===== config.mk =====
export PLATFORM = sky130hd
export DESIGN_NAME = apb_slave_regfile_flat
export DESIGN_NICKNAME = d
export VERILOG_FILES = /design/src/rtl/apb_slave_regfile_if.sv /design/src/rtl/apb_slave_regfile.sv /design/src/flat_wrapper.sv
export SDC_FILE = /design/constraint.sdc
export NUM_CORES = 1
export LEC_CHECK = 0
export CAP_MARGIN = 40
export CORE_MARGIN = 5
export CORE_UTILIZATION = 55
export CTS_BUF_LIST = sky130_fd_sc_hd__clkbuf_8
export CTS_CLUSTER_SIZE = 30
export DETAILED_ROUTE_END_ITERATION = 8
export PLACE_DENSITY_LB_ADDON = 0.08
export SLEW_MARGIN = 20
export SYNTH_ARGS = -nofsm -noshare
export SYNTH_HDL_FRONTEND = slang
export SYNTH_SLANG_ARGS = --single-unit
export TNS_END_PERCENT = 1

===== constraint.sdc =====
create_clock -name pclock -period 6.3 [get_ports pclock]
set_input_delay 1.575 -clock pclock [delete_from_list [all_inputs] [get_ports pclock]]
set_output_delay 1.575 -clock pclock [all_outputs]
set_load 0.05 [all_outputs]

===== src/rtl/apb_slave_regfile_if.sv =====
// APB bus bundle between an APB master and apb_slave_regfile.
// Widths must match the parameters of the attached slave.
interface apb_slave_regfile_if #(
  parameter int PADDR_WIDTH = 32,
  parameter int PDATA_WIDTH = 32
);
  logic                   psel;
  logic                   penable;
  logic                   prwd;
  logic [PADDR_WIDTH-1:0] paddr;
  logic [PDATA_WIDTH-1:0] pwdata;
  logic [PDATA_WIDTH-1:0] prdata;
  logic                   pready;
  logic                   pslverr;

  modport master (
    output psel, penable, prwd, paddr, pwdata,
    input  prdata, pready, pslverr
  );

  modport slave (
    input  psel, penable, prwd, paddr, pwdata,
    output prdata, pready, pslverr
  );
endinterface


===== src/rtl/apb_slave_regfile.sv =====
// APB completer with programmable wait states serving an ID register, RW registers,
// an interrupt enable register and a W1C interrupt status register.
module apb_slave_regfile #(
  parameter int                     PADDR_WIDTH = 32,
  parameter int                     PDATA_WIDTH = 32,
  parameter int                     NUM_REGS    = 16,
  parameter int unsigned            BASE_ADDR   = 0,
  parameter int                     WAIT_STATES = 1,
  parameter logic [PDATA_WIDTH-1:0] ID_VALUE    = 32'hA5B0_0001
) (
  input  logic                   pclock,
  input  logic                   preset,
  apb_slave_regfile_if.slave     bus,
  input  logic [PDATA_WIDTH-1:0] int_set,
  output logic                   int_out
);

  localparam logic [1:0] S_IDLE = 2'd0;
  localparam logic [1:0] S_WAIT = 2'd1;
  localparam logic [1:0] S_DONE = 2'd2;
  localparam int INT_EN_IDX   = NUM_REGS - 2;
  localparam int INT_STAT_IDX = NUM_REGS - 1;

  logic [1:0]             r_state;
  logic [3:0]             r_cnt;
  logic [PADDR_WIDTH-1:0] r_addr;
  logic                   r_wr;
  logic [PDATA_WIDTH-1:0] r_wdata;
  logic [PDATA_WIDTH-1:0] r_regs [1:NUM_REGS-2];
  logic [PDATA_WIDTH-1:0] r_intStat;
  logic [PDATA_WIDTH-1:0] r_prdata;
  logic                   r_pready;
  logic                   r_pslverr;
  logic                   r_intOut;

  logic                   w_setup;
  logic                   w_goDone;
  logic [PADDR_WIDTH-1:0] w_curAddr;
  logic                   w_curWr;
  logic [PDATA_WIDTH-1:0] w_curWdata;
  logic [PADDR_WIDTH-1:0] w_off;
  logic [PADDR_WIDTH-1:0] w_idx;
  logic                   w_err;
  logic [PDATA_WIDTH-1:0] w_rdata;
  logic [PDATA_WIDTH-1:0] w_clr;

  assign w_setup = bus.psel && !bus.penable;

  // With zero wait states the transfer completes on the setup edge itself,
  // so decode must look at the live bus rather than the not-yet-latched copy.
  assign w_curAddr  = (r_state == S_IDLE) ? bus.paddr  : r_addr;
  assign w_curWr    = (r_state == S_IDLE) ? bus.prwd   : r_wr;
  assign w_curWdata = (r_state == S_IDLE) ? bus.pwdata : r_wdata;

  assign w_goDone = ((r_state == S_IDLE) && w_setup && (WAIT_STATES == 0)) ||
                    ((r_state == S_WAIT) && bus.psel && (r_cnt == 4'd1));

  assign w_off = w_curAddr - PADDR_WIDTH'(BASE_ADDR);
  assign w_idx = w_off >> 2;

  always_comb begin
    w_err = (w_off[1:0] != 2'b00) ||
            (w_curAddr < PADDR_WIDTH'(BASE_ADDR)) ||
            (w_idx >= PADDR_WIDTH'(NUM_REGS)) ||
            (w_curWr && (w_idx == '0));
    w_rdata = '0;
    if (w_idx == '0) w_rdata = ID_VALUE;
    for (int i = 1; i <= NUM_REGS - 2; i++) begin
      if (w_idx == PADDR_WIDTH'(i)) w_rdata = r_regs[i];
    end
    if (w_idx == PADDR_WIDTH'(INT_STAT_IDX)) w_rdata = r_intStat;
    w_clr = '0;
    if (w_goDone && !w_err && w_curWr && (w_idx == PADDR_WIDTH'(INT_STAT_IDX)))
      w_clr = w_curWdata;
  end

  always_ff @(posedge pclock) begin
    if (!preset) begin
      r_state   <= S_IDLE;
      r_cnt     <= '0;
      r_addr    <= '0;
      r_wr      <= 1'b0;
      r_wdata   <= '0;
      r_intStat <= '0;
      r_prdata  <= '0;
      r_pready  <= 1'b0;
      r_pslverr <= 1'b0;
      r_intOut  <= 1'b0;
      for (int i = 1; i <= NUM_REGS - 2; i++) r_regs[i] <= '0;
    end else begin
      // Set has priority over a simultaneous W1C clear of the same bit.
      r_intStat <= (r_intStat & ~w_clr) | int_set;
      r_intOut  <= |(r_intStat & r_regs[INT_EN_IDX]);
      r_pready  <= w_goDone;
      r_pslverr <= w_goDone && w_err;
      r_prdata  <= (w_goDone && !w_err && !w_curWr) ? w_rdata : '0;
      if (w_goDone && !w_err && w_curWr) begin
        for (int i = 1; i <= NUM_REGS - 2; i++) begin
          if (w_idx == PADDR_WIDTH'(i)) r_regs[i] <= w_curWdata;
        end
      end
      case (r_state)
        S_IDLE: begin
          if (w_setup) begin
            r_addr  <= bus.paddr;
            r_wr    <= bus.prwd;
            r_wdata <= bus.pwdata;
            r_cnt   <= 4'(WAIT_STATES);
            r_state <= (WAIT_STATES == 0) ? S_DONE : S_WAIT;
          end
        end
        S_WAIT: begin
          if (!bus.psel)          r_state <= S_IDLE;
          else if (r_cnt == 4'd1) r_state <= S_DONE;
          else                    r_cnt   <= r_cnt - 4'd1;
        end
        S_DONE:  r_state <= S_IDLE;
        default: r_state <= S_IDLE;
      endcase
    end
  end

  assign bus.prdata  = r_prdata;
  assign bus.pready  = r_pready;
  assign bus.pslverr = r_pslverr;
  assign int_out     = r_intOut;

endmodule


===== src/flat_wrapper.sv =====
// flat-port wrapper written by rule: the top's interface ports become plain ports
module apb_slave_regfile_flat 
#(
  parameter int                     PADDR_WIDTH = 32,
  parameter int                     PDATA_WIDTH = 32,
  parameter int                     NUM_REGS    = 16,
  parameter int unsigned            BASE_ADDR   = 0,
  parameter int                     WAIT_STATES = 1,
  parameter logic [PDATA_WIDTH-1:0] ID_VALUE    = 32'hA5B0_0001
)
  (pclock, preset, int_set, int_out, bus_psel, bus_penable, bus_prwd, bus_paddr, bus_pwdata, bus_prdata, bus_pready, bus_pslverr);
  apb_slave_regfile_if #(.PADDR_WIDTH(PADDR_WIDTH), .PDATA_WIDTH(PDATA_WIDTH)) bus_i ();
  input  logic pclock;
  input  logic preset;
  input  logic [PDATA_WIDTH-1:0] int_set;
  output logic int_out;
  input wire logic [$bits(bus_i.psel)-1:0] bus_psel;
  input wire logic [$bits(bus_i.penable)-1:0] bus_penable;
  input wire logic [$bits(bus_i.prwd)-1:0] bus_prwd;
  input wire logic [$bits(bus_i.paddr)-1:0] bus_paddr;
  input wire logic [$bits(bus_i.pwdata)-1:0] bus_pwdata;
  output wire logic [$bits(bus_i.prdata)-1:0] bus_prdata;
  output wire logic [$bits(bus_i.pready)-1:0] bus_pready;
  output wire logic [$bits(bus_i.pslverr)-1:0] bus_pslverr;
  assign bus_i.psel = bus_psel;
  assign bus_i.penable = bus_penable;
  assign bus_i.prwd = bus_prwd;
  assign bus_i.paddr = bus_paddr;
  assign bus_i.pwdata = bus_pwdata;
  assign bus_prdata = bus_i.prdata;
  assign bus_pready = bus_i.pready;
  assign bus_pslverr = bus_i.pslverr;
  apb_slave_regfile #(.PADDR_WIDTH(PADDR_WIDTH), .PDATA_WIDTH(PDATA_WIDTH), .NUM_REGS(NUM_REGS), .BASE_ADDR(BASE_ADDR), .WAIT_STATES(WAIT_STATES), .ID_VALUE(ID_VALUE)) u_core (.pclock(pclock), .preset(preset), .bus(bus_i), .int_set(int_set), .int_out(int_out));
endmodule

# After elaboration in Yosys (flattened, before gate mapping)
# Memory sizes are Yosys's and may differ from the RTL's.
# Cells that the tools add are included.
# classes
eq_ne,21
shift,0
muxes,99
add_sub_neg,1
div_mod_pow,0
multipliers,0
n_reduce_logical,24
bitwise,18
order_cmp,2
# ops
op,count
$mux W32,33
$eq A30 B4 Y1 const B,8
$eq A30 B3 Y1 const B,4
$and A32 B32 Y32,2
$eq A30 B2 Y1 const B,2
$mux W1,58
$logic_not A32 Y1,1
$lt A32 B1 Y1 const B,1
$not A32 Y32,1
$or A32 B32 Y32,1
$reduce_or A32 Y1,1
$eq A30 B1 Y1 const B,1
$ge A30 B5 Y1 const B,1
$or A1 B1 Y1,14
$mux W4,3
$logic_and A1 B1 Y1,9
$pmux W4 S2,1
$mux W2,3
$reduce_and A2 Y1,3
$eq A4 B1 Y1 const B,1
$ne A2 B2 Y1 const B,2
$pmux W2 S2,1
$reduce_and A4 Y1,1
$reduce_bool A2 Y1,2
other kinds (7),11
# word_totals
latch_bits,0
reg_bits,138
mem_count,1
mem_bits_rw,448
rom_bits,0
# memory_table
name,depth,width,read_ports,rd_clocked_by_memory_dff,wr,line_no,rtl
u_core.r_regs,14,32,14,0,14,apb_slave_regfile.sv:29,logic [PDATA_WIDTH-1:0] r_regs [1:NUM_REGS-2];

# Depth between registers and ports, before layout
# logic_depth
word_depth,19
ltp_mapped,12

# Least setup slack after synthesis
# Ideal clock, no wire load.
# synth_path
path_type,input port to flip-flop
from,input port bus_paddr[14]
to,"register, netlist name u_core.r_regs[0][192]"
path_stages,8
path_buffers,2
t_arrival_ps,5533
path_slack_ps,301
path_cell_list,nor4_1 > nand3_1 > nand2_1 > nand3_1 > or4b_1 > buf_2 > clkbuf_1 > o21ai_0
# synth_lines
element,line_no,rtl
"start, declared",flat_wrapper.sv:20,input wire logic [$bits(bus_i.paddr)-1:0] bus_paddr;

==> results.py <==
metrics = {
    "status": {
        "outcome": "finished clean",
    },
    "sta": {
        "fmax_mhz": 208.8,
        "fin_worst_skew_ns": 0.04163,
        "slew_viol_final": 0,
        "layout_setup_ws_ns": 1.512,
        "rsz0062_at_grt": "false",
        "relSlewSlack_pct": 41.27,
        "fin_crit_sh_pct": 76.00,
        "setup_tns_ns": 0,
        "worst_pin_slew_ns": 0.8756,
        "fin_crit_ns": 4.788,
        "finalHoldViolCount": 0,
        "report.final.setup_viol": 0,
    },
    "yosys": {
        "ys_ff_latch": 586,
        "synth_cell_types": 74,
        "synth_area_mm2": 0.02494,
        "synth-seq-area-share_pct": 65.03,
        "synth-edff-count": 448,
        "async_reset_ff_share_pct": 0,
        "syn_area_per_cell_um2": 11.18,
        "synthCells": 2230,
        "ys.flop_type": "edfxtp_1",
        "ys_warn_count": 0,
        "mappedNetlistNets": 2333,
    },
    "clock_tree": {
        "clk_path_buf_depth": 3,
        "cts_setup_buffers": 0,
        "clkLatencyLatePin_ns": 0.71,
        "htree_levels": 3,
        "clkTransAtPathRegs_ns": 0.06,
        "numCtsBuffers": 94,
        "cts.sinks": 586,
        "cts-root-buf": "clkbuf_8",
        "hold_buffers": 0,
        "cts_tree": "yes",
        "cts_resized": 0,
    },
    "detailed_routing": {
        "routed_wl_um": 82400,
        "ant_nets": 0,
        "vias": 20020,
        "wl_per_cell_um": 26.81,
        "drtIter0Drc": 2696,
        "drc": 0,
        "via_per_inst": 6.514,
        "drt-pass1-iter-count": 5,
    },
    "flow_run": {
        "drv_cap": 0,
    },
    "layout": {
        "num_antenna_cells": 0,
        "final_layout_size_suffix_gt1_share_pct": 11.81,
        "fin_nets": 2499,
        "fin_util_pct": 64.89,
        "final_cell_mix": "nor2_1 (505), edfxtp_1 (448), nand2_1 (222), dfxtp_1 (138), clkdlybuf4s50_1 (134)",
        "mostFrequentLayoutCell": "nor2_1",
        "area_growth_pct": 17.33,
    },
    "global_route": {
        "grt_pass1_wl_um": 122100,
        "grt.met3_usage_pct": 7.355,
        "track_usage_pct": 32.31,
        "grtUsageMet1_pct": 43.86,
        "overflow": 0,
        "grtUsageMet2_pct": 51.59,
        "grt.busiest_layer": "met2",
        "grt_max_degree": 68,
        "grt_pass1_vias": 19380,
        "antenna_found_initial": 1,
    },
    "pwr": {
        "peakVddDrop_mv": 0.2020,
        "swShare_pct": 24.53,
        "p_int_w": 0.006025,
        "pwr-share-comb_pct": 7.0,
        "netSwitchingPower_w": 0.001959,
        "clockPowerShare_pct": 38.6,
        "pwr-share-seq_pct": 54.4,
        "p_per_area_mw_per_mm2": 272.9,
        "p_leak_nw": 10.87,
    },
    "setup_path": {
        "endpoint_kind": "flop",
        "critical_path.startpoint_type": "input port",
        "crit_fanout": 17,
        "worstSetupPathType": "input port to flop",
        "worst_ep_arrival_time_ns": 5.33,
        "critPathRequiredTime_ns": 6.84,
    },
    "floorplan": {
        "die_h_um": 222.9,
        "chipWidth_um": 222.9,
        "initial_core_util_pct": 55.30,
        "ioPinCount": 136,
        "dieArea_mm2": 0.04970,
        "rows": 78,
        "core_area_mm2": 0.04509,
    },
    "placed_design": {
        "dp_slack_ns": 0.8940,
        "io_buffer_count": 135,
        "place_congestion": 0.9112,
        "place_hpwl_um": 54780,
    },
    "min_path": {
        "min-delay-path-class": "flop to flop",
    },
}
## final cells by class
type / count / area (um^2)
clock buffer: 108 / 1486
clock inverter: 65 / 281.5
fill: 3559 / 15830
inverter: 9 / 33.78
multi-input combinational: 1450 / 8139
sequential: 586 / 16220
tap: 600 / 750.7
timing repair buffer: 255 / 2350
## power groups by stage
stage / combinational [W] / sequential [W] / clock [W]
2_1_floorplan: 0.000270 / 0.00441 / 0
3_3_place_gp: 0.000535 / 0.00442 / 0
3_5_place_dp: 0.000546 / 0.00442 / 0
4_1_cts: 0.000548 / 0.00434 / 0.00309
5_1_grt: 0.000582 / 0.00435 / 0.00331
6_report: 0.000556 / 0.00434 / 0.00308
## cells by family after synthesis
logic type / synth area share [%]
AOI/OAI and AO/OA: 15.50
buffers and inverters: 3.161
xor gates and xnor gates: 0.07026
adders and majority gates: 0.1003
DFF: 65.03
muxes: 1.450
and+or+nand+nor: 14.69
## stage by stage
stage          power, W  hold WS, ns  cell area [um^2]  instances
2_1_floorplan  0.004680       0.4357             24940       2230
3_3_place_gp   0.004951       0.4407             27450       2897
3_5_place_dp   0.004968       0.4476             27470       2898
4_1_cts        0.007984       0.4558             29230       3071
5_1_grt        0.008244       0.4725             29260       3073
6_report       0.007984       0.4534             29260       3073
## cell usage after synthesis (15+ instances only)
library cell  number  area, um^2
a22o_1            30       262.8
o22ai_1           34       212.7
o21ai_0           67       335.3
dfxtp_1          138        2763
nand3_1           38       190.2
nor3_1            18       90.09
clkbuf_1         130       488.0
a22oi_1           49       367.9
edfxtp_1         448       13450
nand2_1          222       833.3
nor2_1           506        1899
a21oi_1          110       550.5
o221a_2           16       180.2
a221oi_1          23       201.4
o221ai_1          20       175.2
nor4_1            20       125.1
a222oi_1          15       150.1
buf_1             15       56.30
mux2i_1           35       350.3
o21a_1            69       518.0
nand4_1           21       131.4
buf_2             36       180.2
## state kept, by name (all words and copies together) (netlist names)
register            cells
u_core.r_regs         448
u_core.bus.prdata      32
u_core.r_addr          32
u_core.r_intStat       32
u_core.r_wdata         32
u_core.r_cnt            4
u_core.r_state          2
u_core.bus.pready       1
u_core.bus.pslverr      1
u_core.int_out          1
u_core.r_wr             1
## layer usage
layer | wire length (um) | vias up
met3 | 9128 | 201
met1 | 31220 | 9875
met2 | 38870 | 1343
li1 | - | 8598
met5 | 0 | -
met4 | 3185 | 0
## critical path, cell delays in order
cell	delay (ns)
clkdlybuf4s50_1	0.50
nor4_4	0.46
nand2_1	0.11
o31ai_2	0.29
nand3_1	0.18
or4b_1	0.66
nor2_4	0.43
nand2_1	0.56
buf_4	0.41
nor2_1	0.12
## final timing paths
check | from | to | slack [ns] | depth (start not counted)
worst max-delay path | bus_paddr[6] | u_core.r_regs[0][89]$_SDFFCE_PN0P_ | 1.51 | 10
worst min-delay path | u_core.r_addr[1]$_SDFFE_PN0P_ | u_core.r_addr[1]$_SDFFE_PN0P_ | 0.45 | 2
worst max register to register | u_core.r_state[0]$_SDFFE_PN0P_ | u_core.bus.prdata[15]$_SDFF_PN0_ | 2.05 | 8
worst min register to register | u_core.r_addr[1]$_SDFFE_PN0P_ | u_core.r_addr[1]$_SDFFE_PN0P_ | 0.45 | 2
No activity file was read; power rests on OpenSTA's default activity.
